===== src/rtl/spi_master_ctrl_if.sv =====
// Host-side request/response bundle of the SPI master sequencer.
// Transfer requests flow in; busy/rx results flow back out.
interface spi_master_ctrl_if #(
    parameter int DATA_WIDTH = 8
);
    logic                  i_start;
    logic [DATA_WIDTH-1:0] i_tx_data;
    logic [1:0]            i_rate;
    logic                  i_keep_cs;
    logic                  i_cs_release;
    logic                  o_busy;
    logic [DATA_WIDTH-1:0] o_rx_data;
    logic                  o_rx_valid;

    modport master (
        output i_start, i_tx_data, i_rate, i_keep_cs, i_cs_release,
        input  o_busy, o_rx_data, o_rx_valid
    );

    modport slave (
        input  i_start, i_tx_data, i_rate, i_keep_cs, i_cs_release,
        output o_busy, o_rx_data, o_rx_valid
    );
endinterface


===== src/rtl/spi_master_ctrl.sv =====
// SPI mode-0 master sequencer: CS timing, divider control, MSB-first shift.
// Supports bursts with CS held low between words.
module spi_master_ctrl #(
    parameter int DATA_WIDTH = 8,
    parameter int CS_SETUP   = 2,
    parameter int CS_HOLD    = 2
) (
    input  logic                 i_clk,
    input  logic                 i_reset,
    spi_master_ctrl_if.slave     host,
    output logic                 o_sclk_en,
    output logic [1:0]           o_sclk_rate,
    input  logic                 i_sclk_rise,
    input  logic                 i_sclk_fall,
    output logic                 o_cs_n,
    output logic                 o_mosi,
    input  logic                 i_miso
);
    localparam logic [2:0] S_IDLE  = 3'd0;
    localparam logic [2:0] S_SETUP = 3'd1;
    localparam logic [2:0] S_XFER  = 3'd2;
    localparam logic [2:0] S_HOLD  = 3'd3;
    localparam logic [2:0] S_WAIT  = 3'd4;

    localparam int BW   = $clog2(DATA_WIDTH + 1);
    localparam int CMAX = (CS_SETUP > CS_HOLD) ? CS_SETUP : CS_HOLD;
    localparam int CW   = $clog2(CMAX + 1);

    localparam logic [CW-1:0] SETUP_LAST = CW'(CS_SETUP - 1);
    localparam logic [CW-1:0] HOLD_LAST  = CW'(CS_HOLD - 1);
    localparam logic [BW-1:0] BIT_LAST   = BW'(DATA_WIDTH);

    logic [2:0]            state;
    logic [CW-1:0]         cnt;
    logic [BW-1:0]         bitcnt;
    logic [DATA_WIDTH-1:0] tx_sh;
    logic [DATA_WIDTH-1:0] rx_sh;
    logic [DATA_WIDTH-1:0] rx_data;
    logic                  keep;
    logic                  busy;
    logic                  rx_valid;

    assign host.o_busy     = busy;
    assign host.o_rx_data  = rx_data;
    assign host.o_rx_valid = rx_valid;

    always_ff @(posedge i_clk or negedge i_reset) begin
        if (!i_reset) begin
            state       <= S_IDLE;
            cnt         <= '0;
            bitcnt      <= '0;
            tx_sh       <= '0;
            rx_sh       <= '0;
            rx_data     <= '0;
            keep        <= 1'b0;
            busy        <= 1'b0;
            rx_valid    <= 1'b0;
            o_cs_n      <= 1'b1;
            o_sclk_en   <= 1'b0;
            o_sclk_rate <= 2'b00;
            o_mosi      <= 1'b0;
        end else begin
            rx_valid <= 1'b0;
            case (state)
                S_IDLE: begin
                    // busy marks the accept cycle; CS drops one cycle later
                    if (busy) begin
                        o_cs_n <= 1'b0;
                        o_mosi <= tx_sh[DATA_WIDTH-1];
                        cnt    <= '0;
                        state  <= S_SETUP;
                    end else if (host.i_start) begin
                        tx_sh       <= host.i_tx_data;
                        o_sclk_rate <= host.i_rate;
                        keep        <= host.i_keep_cs;
                        busy        <= 1'b1;
                    end
                end
                S_SETUP: begin
                    if (cnt == SETUP_LAST) begin
                        o_sclk_en <= 1'b1;
                        bitcnt    <= '0;
                        state     <= S_XFER;
                    end else begin
                        cnt <= cnt + 1'b1;
                    end
                end
                S_XFER: begin
                    unique case (1'b1)
                        i_sclk_rise: begin
                            if (bitcnt != BIT_LAST) begin
                                rx_sh  <= {rx_sh[DATA_WIDTH-2:0], i_miso};
                                bitcnt <= bitcnt + 1'b1;
                            end
                        end
                        i_sclk_fall: begin
                            if (bitcnt == BIT_LAST) begin
                                o_sclk_en <= 1'b0;
                                rx_data   <= rx_sh;
                                rx_valid  <= 1'b1;
                                o_mosi    <= 1'b0;
                                cnt       <= '0;
                                busy      <= ~keep;
                                state     <= keep ? S_WAIT : S_HOLD;
                            end else begin
                                tx_sh  <= {tx_sh[DATA_WIDTH-2:0], 1'b0};
                                o_mosi <= tx_sh[DATA_WIDTH-2];
                            end
                        end
                        default: ;
                    endcase
                end
                S_HOLD: begin
                    if (cnt == HOLD_LAST) begin
                        o_cs_n <= 1'b1;
                        busy   <= 1'b0;
                        state  <= S_IDLE;
                    end else begin
                        cnt <= cnt + 1'b1;
                    end
                end
                S_WAIT: begin
                    // CS is already low, so the next word skips setup
                    if (host.i_start) begin
                        tx_sh       <= host.i_tx_data;
                        o_sclk_rate <= host.i_rate;
                        keep        <= host.i_keep_cs;
                        o_mosi      <= host.i_tx_data[DATA_WIDTH-1];
                        o_sclk_en   <= 1'b1;
                        bitcnt      <= '0;
                        busy        <= 1'b1;
                        state       <= S_XFER;
                    end else if (host.i_cs_release) begin
                        cnt   <= '0;
                        busy  <= 1'b1;
                        state <= S_HOLD;
                    end
                end
                default: state <= S_IDLE;
            endcase
        end
    end
endmodule


===== src/flat_wrapper.sv =====
// flat-port wrapper written by rule: the top's interface ports become plain ports
module spi_master_ctrl_flat 
#(
    parameter int DATA_WIDTH = 8,
    parameter int CS_SETUP   = 2,
    parameter int CS_HOLD    = 2
)
  (i_clk, i_reset, o_sclk_en, o_sclk_rate, i_sclk_rise, i_sclk_fall, o_cs_n, o_mosi, i_miso, host_i_start, host_i_tx_data, host_i_rate, host_i_keep_cs, host_i_cs_release, host_o_busy, host_o_rx_data, host_o_rx_valid);
  spi_master_ctrl_if #(.DATA_WIDTH(DATA_WIDTH)) host_i ();
  input  logic i_clk;
  input  logic i_reset;
  output logic o_sclk_en;
  output logic [1:0] o_sclk_rate;
  input  logic i_sclk_rise;
  input  logic i_sclk_fall;
  output logic o_cs_n;
  output logic o_mosi;
  input  logic i_miso;
  input wire logic [$bits(host_i.i_start)-1:0] host_i_start;
  input wire logic [$bits(host_i.i_tx_data)-1:0] host_i_tx_data;
  input wire logic [$bits(host_i.i_rate)-1:0] host_i_rate;
  input wire logic [$bits(host_i.i_keep_cs)-1:0] host_i_keep_cs;
  input wire logic [$bits(host_i.i_cs_release)-1:0] host_i_cs_release;
  output wire logic [$bits(host_i.o_busy)-1:0] host_o_busy;
  output wire logic [$bits(host_i.o_rx_data)-1:0] host_o_rx_data;
  output wire logic [$bits(host_i.o_rx_valid)-1:0] host_o_rx_valid;
  assign host_i.i_start = host_i_start;
  assign host_i.i_tx_data = host_i_tx_data;
  assign host_i.i_rate = host_i_rate;
  assign host_i.i_keep_cs = host_i_keep_cs;
  assign host_i.i_cs_release = host_i_cs_release;
  assign host_o_busy = host_i.o_busy;
  assign host_o_rx_data = host_i.o_rx_data;
  assign host_o_rx_valid = host_i.o_rx_valid;
  spi_master_ctrl #(.DATA_WIDTH(DATA_WIDTH), .CS_SETUP(CS_SETUP), .CS_HOLD(CS_HOLD)) u_core (.i_clk(i_clk), .i_reset(i_reset), .host(host_i), .o_sclk_en(o_sclk_en), .o_sclk_rate(o_sclk_rate), .i_sclk_rise(i_sclk_rise), .i_sclk_fall(i_sclk_fall), .o_cs_n(o_cs_n), .o_mosi(o_mosi), .i_miso(i_miso));
endmodule

===== config.mk =====
export PLATFORM = sky130hd
export DESIGN_NAME = spi_master_ctrl_flat
export DESIGN_NICKNAME = d
export VERILOG_FILES = /design/src/rtl/spi_master_ctrl_if.sv /design/src/rtl/spi_master_ctrl.sv /design/src/flat_wrapper.sv
export SDC_FILE = /design/constraint.sdc
export NUM_CORES = 1
export LEC_CHECK = 0
export BUFFER_PORTS_ARGS = -buffer_cell sky130_fd_sc_hd__buf_2
export CAP_MARGIN = 10
export CORE_MARGIN = 1.5
export CORE_UTILIZATION = 40
export DETAILED_ROUTE_END_ITERATION = 10
export SYNTH_ARGS = -nofsm -noshare
export SYNTH_HDL_FRONTEND = slang
export SYNTH_SLANG_ARGS = --single-unit

===== constraint.sdc =====
create_clock -name i_clk -period 4.8 [get_ports i_clk]
set_input_delay 0.24 -clock i_clk [delete_from_list [all_inputs] [get_ports i_clk]]
set_output_delay 0.24 -clock i_clk [all_outputs]
set_load 0.05 [all_outputs]

==> results of run 1 <==
-- final cells by class --
type,instances,area (sq um),area share [%]
clock inverter,1,30.03,1.254
sequential,41,1027,42.89
clock buffer,7,86.33,3.605
multi-input combinational,135,973.4,40.65
tap,70,87.58,3.657
timing repair buffer,32,160.2,6.688
inverter,8,30.03,1.254
-- layer usage --
layer | global-route usage [%] | wire (microns) | vias to the layer above
met3 | 4.365 | 186 | 5
li1 | - | - | 739
met4 | 5.952 | 66 | 0
met1 | 22.46 | 1890 | 731
met5 | 0 | 0 | -
met2 | 24.76 | 1910 | 34
-- cell families after synthesis --
| kind of cell | Yosys count | share of synthesized area [%] |
|---|---|---|
| AO/OA/AOI/OAI | 38 | 12.13 |
| adder cells (fa/ha/maj) | 3 | 1.792 |
| buffers and inverters | 18 | 4.480 |
| flip-flops | 41 | 49.04 |
| multiplexers | 29 | 15.53 |
| AND/OR/NAND/NOR | 65 | 17.03 |
-- registers in the layout, indices dropped and copies added (netlist names) --
register,flops
u_core.host.o_rx_data,8
u_core.rx_sh,8
u_core.tx_sh,8
u_core.bitcnt,4
u_core.state,3
u_core.cnt,2
u_core.o_sclk_rate,2
u_core.host.o_busy,1
u_core.host.o_rx_valid,1
u_core.keep,1
u_core.o_cs_n,1
u_core.o_mosi,1
u_core.o_sclk_en,1
-- power groups by stage --
stage,registers [mW],clock network [mW],logic [mW]
2_1_floorplan,0.592,0,0.417
3_3_place_gp,0.573,0,0.531
3_5_place_dp,0.573,0,0.538
4_1_cts,0.568,0.298,0.541
5_1_grt,0.590,0.309,0.595
6_report,0.569,0.285,0.536
-- through the flow --
step	instances	setup slack, ns	hold WS [ns]
2_1_floorplan	194	3.054	-0.05559
3_3_place_gp	286	2.437	0.4320
3_5_place_dp	286	2.402	0.4278
4_1_cts	294	2.392	0.1020
5_1_grt	294	2.146	0.1445
6_report	294	2.399	0.07076
-- layout by cell type (no fill, tap or decap), types with 2 or more instances in the layout --
cell type | netlist | layout
dfrtp_1 | 40 | 40
buf_2 | 3 | 32
nand2_1 | 28 | 28
mux2_2 | 28 | 28
nor2_1 | 11 | 11
o21ai_0 | 11 | 11
inv_1 | 8 | 8
a21oi_1 | 7 | 7
clkbuf_8 | 0 | 6
a31oi_1 | 5 | 5
nor2b_1 | 4 | 4
nand2b_1 | 3 | 3
nand3b_1 | 3 | 3
ha_1 | 3 | 3
a32oi_1 | 2 | 2
and2_1 | 2 | 2
nand3_1 | 2 | 2
-- worst max-delay path, stage by stage (launching register included) --
cell	delay (ns)
dfrtp_1	0.63
nor3b_2	0.71
mux2i_1	0.23
nor3_4	0.33
mux2_2	0.38
-- final timing paths --
path / slack, ns / endpoint / cells after the start / from
hold / removal: 0.07 / u_core.tx_sh[7] / 1 / i_reset
setup reg to reg: 2.40 / u_core.tx_sh[5] / 4 / u_core.state[1]
min in group i_clk: 0.18 / u_core.rx_sh[0] / 2 / i_miso
hold reg to reg: 0.50 / u_core.rx_sh[7] / 1 / u_core.rx_sh[7]
max in group asynchronous: 4.16 / u_core.o_sclk_en / 1 / i_reset
setup / recovery: 2.40 / u_core.tx_sh[5] / 4 / u_core.state[1]
==> results.sh, run 1 <==
export IMPL_htree_levels=2
export IMPL_wl_per_cell_microns=13.79
export IMPL_cp_data_required_time_ns=4.98
export IMPL_synth_edff_count=0
export IMPL_cts_resized=0
export IMPL_synth_seq_cells=41
export IMPL_die_x_microns=75.36
export IMPL_grt_first_pass_wirelength_microns=6865
export IMPL_port_buffers=32
export IMPL_syn2layout_area_growth_pct=14.34
export IMPL_cts_sinks=41
export IMPL_grt_util_all_layers_pct=16.27
export IMPL_power_switching_mw=0.5313
export IMPL_hp_class="in -> async"
export IMPL_avgSynthCellArea_sq_um=10.80
export IMPL_finalInstanceArea_sq_um=2395
export IMPL_hold_viol_final=0
export IMPL_antenna_found_initial=0
export IMPL_arrival_ns=2.58
export IMPL_vias=1509
export IMPL_fmax_ghz=0.4165
export IMPL_drive_gt1_share_pct=33.48
export IMPL_ctsHoldBuffers=0
export IMPL_fin_crit_ns=2.401
export IMPL_max_slew_margin_rel_pct=39.88
export IMPL_yosysWarningCount=0
export IMPL_ir_drop_v=0.0002033
export IMPL_yosys_most_used_dff="dfrtp_1"
export IMPL_grt_setup_unrepaired="no"
export IMPL_root_buffer="clkbuf_8"
export IMPL_outcome="completed"
export IMPL_drv_cap=0
export IMPL_post_synth_top_count_cell="dfrtp_1"
export IMPL_timing_setup_tns_ns=0
export IMPL_drc=0
export IMPL_die_y_microns=75.36
export IMPL_cts_buffers_inserted=5
export IMPL_pwr_share_seq_pct=40.9
export IMPL_drtIter0Drc=151
export IMPL_globalplace_congestion=0.7677
export IMPL_grt_max_degree=42
export IMPL_diodes=0
export IMPL_post_cts_buffers=0
export IMPL_pin_count=33
export IMPL_fp_dieArea_sq_um=5679
export IMPL_fillCellCount=505
export IMPL_placed_area_sq_um=2278
export IMPL_path_clk_slew_ns=0.08
export IMPL_ys_types=46
export IMPL_ys_seq_area_share_pct=49.04
export IMPL_p_int_mw=0.8584
export IMPL_synth_area_leaders="dfrtp_1 48%, mux2_2 15%, nand2_1 5.0%"
export IMPL_power_total_mw=1.390
export IMPL_synthTopCellsByCount="40 x dfrtp_1, 28 x mux2_2, 28 x nand2_1, 11 x nor2_1, 11 x o21ai_0"
export IMPL_synth_top_area_cell="dfrtp_1"
export IMPL_fin_crit_sh_pct=50.02
export IMPL_clk_path_buf_depth=2
export IMPL_synth_top_area_share_pct=47.79
export IMPL_critPathMaxFanout=18
export IMPL_syn_instance_count=194
export IMPL_insertion_delay_ns=0.29
export IMPL_skew_ns=0.007624
export IMPL_viasPerCell=5.133
export IMPL_switching_share_pct=38.23
export IMPL_end_kind="flop"
export IMPL_cp_start_kind="flop"
export IMPL_pwr_share_clk_pct=20.5
export IMPL_final_nets=244
export IMPL_p_comb_share_pct=38.5
export IMPL_ant_nets=0
export IMPL_routed_wl_microns=4053
export IMPL_critPathKind="reg -> reg"
export IMPL_worst_pin_slew_ns=0.9018
export IMPL_syn_nets=215
export IMPL_setup_viol=0
export IMPL_grt_overflow=0
export IMPL_start_util_pct=41.27
export IMPL_power_density_nw_per_um2=580.3
export IMPL_drt_first_pass_iters=4
export IMPL_power_leakage_nw=1.137
export IMPL_cts_tree="done"
export IMPL_rows=26
export IMPL_grt_pass1_vias=1423
export IMPL_synthArstFlopShare_pct=100.0
export IMPL_synth_cell_area_sq_um=2095
export IMPL_final_core_util_pct=47.19
export IMPL_slew_viol_final=0
export IMPL_dp_hpwl_microns=2811
export IMPL_core_area_sq_um=5075
No activity file was read; power rests on OpenSTA's default activity.
==> inputs of run 2 (changes only) <==
==> constraint.sdc (replaced) <==
create_clock -name i_clk -period 2 [get_ports i_clk]
set_input_delay 0.1 -clock i_clk [delete_from_list [all_inputs] [get_ports i_clk]]
set_output_delay 0.1 -clock i_clk [all_outputs]
set_load 0.05 [all_outputs]
==> run 2 against run 1 <==
  * Final cell count is 5.1% higher
  * Via count grew 4.4%
  * Sequential power increased by 130%
  * Combinational power grew to 2.7 times the previous value
  * Critical endpoint is now u_core.tx_sh[3]
  * Highest routed layer unchanged
==> results.sh, run 2 (synthesis results as in run 1) <==
export IMPL_cts_resized=0
export IMPL_power_leakage_nw=1.197
export IMPL_pin_count=33
export IMPL_fin_crit_sh_pct=91.87
export IMPL_syn2layout_area_growth_pct=18.58
export IMPL_skew_ns=0.006531
export IMPL_drt_first_pass_iters=4
export IMPL_r2r_slack_ns=0.16
export IMPL_final_common_cell="dfrtp_1"
export IMPL_die_y_microns=75.36
export IMPL_drv_cap=0
export IMPL_routed_wl_microns=4160
export IMPL_max_slew_margin_rel_pct=72.48
export IMPL_fin_crit_ns=1.837
export IMPL_fmax_ghz=0.5443
export IMPL_grt_util_all_layers_pct=16.69
export IMPL_die_x_microns=75.36
export IMPL_path_delay_family="flip-flops"
export IMPL_dp_hpwl_microns=3049
export IMPL_grt_overflow=0
export IMPL_critPathKind="reg -> reg"
export IMPL_cp_slowest_cell="dfrtp_1"
export IMPL_root_buffer="clkbuf_8"
export IMPL_setup_viol=0
export IMPL_timing_setup_tns_ns=0
export IMPL_grt_pass1_vias=1496
export IMPL_grt_max_degree=25
export IMPL_setup_slack_ns=0.1627
export IMPL_worst_pin_slew_ns=0.4128
export IMPL_critPathMaxFanout=12
export IMPL_grt_first_pass_wirelength_microns=7127
export IMPL_diodes=0
export IMPL_end_kind="flop"
export IMPL_cpPeakStageDelay_ns=0.57
export IMPL_ir_drop_v=0.0007379
export IMPL_cts_buffers_inserted=5
export IMPL_cp_data_required_time_ns=2.19
export IMPL_final_core_util_pct=48.94
export IMPL_core_area_sq_um=5075
export IMPL_fp_dieArea_sq_um=5679
export IMPL_htree_levels=2
export IMPL_arrival_ns=2.03
export IMPL_vias=1575
export IMPL_globalplace_congestion=0.9093
export IMPL_rows=26
export IMPL_critical_path_cell_chain="buf_4 > nand2b_1 > a22oi_2 > nor3_4 > mux2_2"
export IMPL_path_buf_inv=1
export IMPL_outcome="completed"
export IMPL_clk_path_buf_depth=2
export IMPL_cts_sinks=41
export IMPL_place_ws_ns=0.1911
export IMPL_power_density_nw_per_um2=1345
export IMPL_final_nets=259
export IMPL_start_util_pct=41.27
export IMPL_drc=0
export IMPL_cts_tree="done"
export IMPL_slew_viol_final=0
export IMPL_drive_gt1_share_pct=37.66
export IMPL_hold_viol_final=0
export IMPL_hp_class="in -> reg"
export IMPL_wl_per_cell_microns=13.46
export IMPL_drtIter0Drc=124
export IMPL_antenna_found_initial=0
export IMPL_cp_start_kind="flop"
export IMPL_mostFrequentLayoutCells="40 x dfrtp_1, 32 x buf_2, 28 x nand2_1, 28 x mux2_2, 14 x buf_4"
export IMPL_grt_setup_unrepaired="no"
export IMPL_port_buffers=32
export IMPL_viasPerCell=5.097
export IMPL_ant_nets=0
export IMPL_insertion_delay_ns=0.30
export IMPL_path_clk_slew_ns=0.09
export IMPL_post_cts_buffers=0
==> run 2: changes by cell type in the layout (fill, tap and decap cells not counted) <==
| cell | change |
|---|---|
| dlygate4sd3_1 | +1 |
| clkbuf_1 | -1 |
| clkinvlp_4 | +1 |
| bufinv_16 | -1 |
| clkbuf_8 | -1 |
| inv_6 | +1 |
| buf_4 | +14 |
| clkinv_2 | +1 |
==> run 2: path summary, 6_finish.rpt <==
kind	from	end	cells past startpoint
worst min-delay path	i_miso	u_core.rx_sh[0]	2
min in group asynchronous	i_reset	u_core.tx_sh[0]	2
worst min register to register	u_core.cnt[0]	u_core.cnt[0]	1
worst max register to register	u_core.state[2]	u_core.tx_sh[3]	5
max in group asynchronous	i_reset	u_core.state[1]	3
worst max-delay path	u_core.state[2]	u_core.tx_sh[3]	5
==> run 2: repair_timing <==
item / 4_1_cts / 5_1_grt
endpoints found under the setup margin: 0 / 0
hold endpoints to repair: 16 / 0
hold buffers: 1 / 0
==> run 2: cell type report <==
type | instances | area [sq um]
flip-flops and latches | 41 | 1027
multi-input cells | 135 | 973.4
inverters | 8 | 30.03
clock buffers | 5 | 68.82
well taps | 70 | 87.58
repair buffers | 47 | 275.3
clock inverters | 3 | 21.27
fillers | 490 | 2591
==> run 2: per-layer routing <==
layer / wire (microns) / GRT usage (%) / part of all wire, % / vias to the layer above
li1: - / - / - / 773
met1: 2010 / 23.83 / 48 / 760
met2: 1904 / 25.15 / 46 / 36
met3: 190 / 4.497 / 4.6 / 6
met4: 54 / 4.762 / 1.3 / 0
met5: 0 / 0 / 0 / -
==> run 2: power breakdown <==
part           total, mW  switching, mW  internal [mW]
clock network      0.566          0.318          0.248
registers           1.31          0.207           1.10
logic               1.47          0.816          0.650
total               3.34           1.34           2.00
==> run 2: per-stage QoR <==
step	cells	hold WS, ns	instance area (sq um)	total power [mW]
after floorplan	194	-0.1956	2095	2.422
after global placement	300	0.06620	2384	2.780
after detailed placement	300	0.06353	2384	2.797
after CTS	309	0.03240	2484	3.371
after global routing	309	0.03260	2484	3.606
final	309	0.03448	2484	3.342
